`config.mk`:
```
export PLATFORM = sky130hd
export DESIGN_NAME = decommutator
export DESIGN_NICKNAME = d
export VERILOG_FILES = /design/src/rtl/decomm_pkg.sv /design/src/rtl/decomm_map_reg.sv /design/src/rtl/decommutator.sv
export SDC_FILE = /design/constraint.sdc
export NUM_CORES = 1
export LEC_CHECK = 0
export ABC_AREA = 1
export BUFFER_PORTS_ARGS = -buffer_cell sky130_fd_sc_hd__buf_4
export CORE_MARGIN = 10
export CORE_UTILIZATION = 40
export CTS_CLUSTER_SIZE = 10
export DETAILED_ROUTE_END_ITERATION = 8
export GPL_ROUTABILITY_DRIVEN = 1
export SLEW_MARGIN = 20
export SYNTH_ARGS = -nofsm -noshare
export SYNTH_HDL_FRONTEND = slang
export SYNTH_SLANG_ARGS = --single-unit
```
`constraint.sdc`:
```
create_clock -name clk -period 1.76 [get_ports clk]
set_input_delay 0.352 -clock clk [delete_from_list [all_inputs] [get_ports clk]]
set_output_delay 0.352 -clock clk [all_outputs]
set_load 0.01 [all_outputs]
```
`src/rtl/decomm_pkg.sv`:
```
// Shared types, reset map and code decode for the decommutator.
// Used by decommutator and decomm_map_reg.
package decomm_pkg;

   typedef logic [2:0] code_t;
   typedef code_t [2:0] map_t;

   typedef enum logic {
      ST_RUN     = 1'b0,
      ST_PENDING = 1'b1
   } state_t;

   localparam int    NUM_CHAN  = 3;
   localparam int    NUM_LINES = 8;

   localparam code_t RST_CODE_CH0 = 3'b000;
   localparam code_t RST_CODE_CH1 = 3'b100;
   localparam code_t RST_CODE_CH2 = 3'b010;
   localparam map_t  RST_MAP      = {RST_CODE_CH2, RST_CODE_CH1, RST_CODE_CH0};

   // Code bits are weighted in reverse: {c2,c1,c0} selects line c0*4 + c1*2 + c2.
   function automatic logic [2:0] code_to_line(input code_t code);
      return {code[0], code[1], code[2]};
   endfunction

endpackage

```
`src/rtl/decomm_map_reg.sv`:
```
// Active/shadow channel map storage: writes land in the shadow copy,
// commit copies the whole shadow map into the active map in one edge.
module decomm_map_reg
   import decomm_pkg::*;
(
   input  logic       clk,
   input  logic       rst,
   input  logic       wr_en,
   input  logic [1:0] wr_chan,
   input  code_t      wr_code,
   input  logic       commit,
   output map_t       active_map,
   output map_t       shadow_map
);

   always_ff @(posedge clk or posedge rst) begin
      if (rst) begin
         active_map <= RST_MAP;
         shadow_map <= RST_MAP;
      end else begin
         // Channel index 3 matches no entry, so such writes fall through harmlessly.
         for (int i = 0; i < NUM_CHAN; i++) begin
            if (wr_en && (wr_chan == 2'(i))) begin
               shadow_map[i] <= wr_code;
            end
         end
         if (commit) begin
            active_map <= shadow_map;
         end
      end
   end

endmodule

```
`src/rtl/decommutator.sv`:
```
// Three-channel bit decommutator with frame-aligned map commit.
// Optional sticky collision flag enabled by defining DECOMM_COLLISION_FLAG_EN.
module decommutator
   import decomm_pkg::*;
#(
   parameter int FRAME_LEN = 8
) (
   input  logic       clk,
   input  logic       rst,
   input  logic [2:0] in_data,
   input  logic       in_valid,
   input  logic       cfg_valid,
   output logic       cfg_ready,
   input  logic [1:0] cfg_chan,
   input  logic [2:0] cfg_code,
   input  logic       cfg_commit,
   output logic [7:0] outputs,
   output logic [7:0] out_strobe,
   output logic       frame_start,
   output logic       commit_pending,
   output state_t     fsm_state
`ifdef DECOMM_COLLISION_FLAG_EN
   ,
   output logic       collision
`endif
);

   // Config handshake: a write transfers on any edge where cfg_valid and
   // cfg_ready are both high; cfg_ready drops for the whole commit-pending window.

   localparam int             CW       = (FRAME_LEN > 1) ? $clog2(FRAME_LEN) : 1;
   localparam logic [CW-1:0]  LAST_IDX = CW'(FRAME_LEN - 1);

   state_t          state;
   state_t          state_nxt;
   logic            do_commit;
   logic            last_sample;
   logic            wr_en;
   logic [CW-1:0]   sample_cnt;
   map_t            active_map;
   map_t            shadow_map;
   logic [7:0]      route_mask;
   logic [7:0]      route_bits;
   logic [2:0]      line_idx;

   assign commit_pending = (state == ST_PENDING);
   assign cfg_ready      = ~commit_pending;
   assign wr_en          = cfg_valid & cfg_ready;
   assign fsm_state      = state;
   assign last_sample    = in_valid && (sample_cnt == LAST_IDX);

   decomm_map_reg u_map (
      .clk        (clk),
      .rst        (rst),
      .wr_en      (wr_en),
      .wr_chan    (cfg_chan),
      .wr_code    (cfg_code),
      .commit     (do_commit),
      .active_map (active_map),
      .shadow_map (shadow_map)
   );

   always_ff @(posedge clk or posedge rst) begin
      if (rst) begin
         state <= ST_RUN;
      end else begin
         state <= state_nxt;
      end
   end

   always_comb begin
      state_nxt = state;
      do_commit = 1'b0;
      case (state)
         ST_RUN: begin
            if (cfg_commit) begin
               state_nxt = ST_PENDING;
            end
         end
         ST_PENDING: begin
            // The last sample of the frame still routes with the old map.
            if (last_sample) begin
               state_nxt = ST_RUN;
               do_commit = 1'b1;
            end
         end
         default: state_nxt = ST_RUN;
      endcase
   end

   // Walk channels high to low so the lowest-index channel owns a shared line.
   always_comb begin
      route_mask = '0;
      route_bits = '0;
      line_idx   = '0;
      for (int ch = NUM_CHAN - 1; ch >= 0; ch--) begin
         line_idx             = code_to_line(active_map[ch]);
         route_mask[line_idx] = 1'b1;
         route_bits[line_idx] = in_data[ch];
      end
   end

   always_ff @(posedge clk or posedge rst) begin
      if (rst) begin
         outputs     <= '0;
         out_strobe  <= '0;
         frame_start <= 1'b0;
         sample_cnt  <= '0;
      end else if (in_valid) begin
         outputs     <= (outputs & ~route_mask) | (route_bits & route_mask);
         out_strobe  <= route_mask;
         frame_start <= (sample_cnt == '0);
         sample_cnt  <= (sample_cnt == LAST_IDX) ? '0 : sample_cnt + 1'b1;
      end else begin
         out_strobe  <= '0;
         frame_start <= 1'b0;
      end
   end

`ifdef DECOMM_COLLISION_FLAG_EN
   logic [2:0] line0;
   logic [2:0] line1;
   logic [2:0] line2;
   logic       multi_hit;

   assign line0     = code_to_line(active_map[0]);
   assign line1     = code_to_line(active_map[1]);
   assign line2     = code_to_line(active_map[2]);
   assign multi_hit = (line0 == line1) || (line0 == line2) || (line1 == line2);

   always_ff @(posedge clk or posedge rst) begin
      if (rst) begin
         collision <= 1'b0;
      end else if (in_valid && multi_hit) begin
         collision <= 1'b1;
      end
   end
`endif

endmodule

```
==> flow_summary.json <==
{
  "powerDensity_mw_per_mm2": 1690,
  "r2r-end": "u_map.active_map[0]$_DFFE_PP0P_",
  "drc_errors": 0,
  "muxShareOfSynthArea_pct": 0,
  "die_w_um": 91.8,
  "clk_pin_slew_worst_paths_ns": 0.07,
  "routed_wl_mm": 4.38,
  "synth.distinct_cells": 20,
  "crit_fanout": 19,
  "htreeDepth": 2,
  "die_area_sq_mm": 0.00842,
  "rsz0062_at_grt": "false",
  "switching_power_mw": 1.66,
  "path_cells": "ha_1 -> ha_1 -> nand3_1 -> inv_2 -> nand2_1 -> o21ai_0",
  "viasPerCell": 4.75,
  "final_common_cell": "nand2_1",
  "areaGrowthSynthToFinish_pct": 15.9,
  "dieHeight_um": 91.8,
  "hold_violations": 0,
  "dpl.hpwl_mm": 3.30,
  "ctsHoldBuffers": 0,
  "grt_antenna_before_repair": 0,
  "synth_compound_area_share_pct": 5.35,
  "clock.fmax_ghz": 0.759,
  "p_seq_share_pct": 43.2,
  "synth_top_family_by_area": "simple AND/OR/NAND/NOR gates",
  "final_nets": 302,
  "cts-root-buf": "clkbuf_8",
  "worst-path-buf-inv": 1,
  "cts-root-to-sink-buffers": 2,
  "setup_viol": 0,
  "crit_slowest_cell": "dfrtp_1",
  "p_comb_share_pct": 40.4,
  "power_mw": 4.02,
  "fin_setup_tns_ns": 0,
  "cts_tree": "built",
  "ir_drop_mv": 0.481,
  "postCtsSetupBuffers": 0,
  "grt.overflow.total": 0,
  "gp_congestion": 0.934,
  "worstReg2RegStart": "sample_cnt[0]$_DFFE_PP0P_",
  "crit_path_end": "u_map.active_map[0]$_DFFE_PP0P_",
  "fin_crit_sh_pct": 74.9,
  "final_cell_mix": "nand2_1, nand3_1, dfrtp_1, buf_4, inv_1",
  "reg2reg_slack_ns": 0.44,
  "io_buffers": 32,
  "cts_resized": 0,
  "p_clk_share_pct": 16.3,
  "core_sq_mm": 0.00504,
  "worst-endpoint-arrival_ns": 1.48,
  "rows": 26,
  "drv_slew": 0,
  "synth_fa_ha_area_share_pct": 1.82,
  "drt-wirelength-per-cell_um": 12.3,
  "antenna_left": 0,
  "synth_cells": 260,
  "fin_skew_ns": 0.00307,
  "synthXorXnorAreaFrac_pct": 0,
  "crit_required_ns": 1.92,
  "fin_crit_ns": 1.32,
  "grt_pass1_wl_mm": 7.77,
  "synth_seq_cells": 39,
  "synthSimpleGateAreaFrac_pct": 33.2,
  "max-slew-margin-rel_pct": 68.3,
  "internal_power_mw": 2.37,
  "worstSkewPairLatency_ns": 0.29,
  "hold_ws_ns": 0.172,
  "worstSetupPathType": "reg -> reg",
  "antennaDiodeCount": 0,
  "swShare_pct": 41.1,
  "synthesis.area_sq_mm": 0.00206,
  "crit_path_start": "sample_cnt[0]$_DFFE_PP0P_",
  "syn-num-nets": 276,
  "drv_cap": 0,
  "crit_family": "adder cells",
  "r2r_cells": 6,
  "cp-start-kind": "flip-flop",
  "cts_sinks": 39,
  "hold_path.class": "in -> async",
  "vias": 1697,
  "max_stage_delay_ns": 0.40,
  "fin_util_pct": 47.3,
  "ys_warn_count": 0,
  "ios": 33,
  "p_leak_nw": 1.30,
  "status": "finished, final reports clean",
  "crit_top_cell": "ha_1",
  "drt_iter0_markers": 148,
  "grt_max_degree": 40,
  "path_depth": 6,
  "start_util_pct": 40.8,
  "numCtsBuffers": 5,
  "avgSynthCellArea_sq_um": 7.92,
  "tightestPinTransition_ns": 0.476,
  "end_kind": "flip-flop",
  "dr.pass1.iters": 4,
  "synth-seq-area-share_pct": 47.6,
  "drive_above_1_share_pct": 23.3,
  "grt.total_usage_pct": 11.2,
  "grt_pass1_vias": 1665
}
==> stage by stage <==
stage,std cells,area [sq um],worst slack (ns)
floorplan,260,2060,0.493
global placement,349,2290,0.449
detailed placement,349,2290,0.448
CTS,357,2390,0.434
global route,357,2390,0.300
finish,357,2390,0.442
==> per-layer routing <==
layer / part of all wire [%] / vias to the layer above / track usage, %
met5: 0 / - / 0
met4: 1.9 / 0 / 4.88
met3: 5.8 / 9 / 3.75
met2: 46 / 54 / 18.0
met1: 46 / 748 / 13.5
li1: - / 886 / -
==> power groups by stage <==
stage               registers (mW)  logic [mW]  clock network [mW]
floorplan                     1.60        1.35                   0
global placement              1.75        1.62                   0
CTS                           1.74        1.65               0.691
global route                  1.81        1.90               0.725
detailed placement            1.76        1.65                   0
finish                        1.74        1.63               0.658
==> cells by family after synthesis <==
kind of cell,count (synthesis)
and+or+nand+nor,146
AOI/OAI and AO/OA,22
DFF,39
adders and majority gates,3
buffers and inverters,50
==> worst min-delay path: cells and delay by family <==
kind                   cells  cell delay [ns]
buffers and inverters      3             0.54
==> synth_stat cells <==
master,n,share of area [%]
o21ai_0,21,5.1
nand2_2,2,0.61
buf_4,1,0.36
nand2_1,74,13
o21ai_1,1,0.24
inv_1,24,4.4
buf_2,6,1.5
nor2_1,12,2.2
inv_4,1,0.30
nor2_4,1,0.55
nand3_2,7,3.4
ha_1,3,1.8
nand3_1,36,8.7
buf_6,6,3.3
buf_1,1,0.18
nor2_2,1,0.30
dfstp_2,4,5.1
dfrtp_1,35,43
nand4_1,13,3.9
inv_2,11,2.0
==> area by class of cell <==
cell class                      instances  area (sq um)
Inverter                               36           138
Timing Repair Buffer                   33           248
Sequential cell                        39           981
Multi-Input combinational cell        171           832
Tap cell                               70          87.6
Clock buffer                            8           100
Fill cell                             521          2660
==> worst min-delay path by stage <==
stage	from	slack, ns	to	depth (start not counted)
6_report	rst	0.17	commit_pending$_DFF_PP0_	3
3_3_place_gp	sample_cnt[2]$_DFFE_PP0P_	0.45	frame_start$_DFF_PP0_	1
5_1_grt	rst	0.24	out_strobe[3]$_DFF_PP0_	3
4_1_cts	rst	0.19	async pin	3
2_1_floorplan	sample_cnt[2]$_DFFE_PP0P_	0.43	frame_start$_DFF_PP0_	1
3_5_place_dp	sample_cnt[2]$_DFFE_PP0P_	0.45	frame_start$_DFF_PP0_	1
No activity file was read; power rests on OpenSTA's default activity.
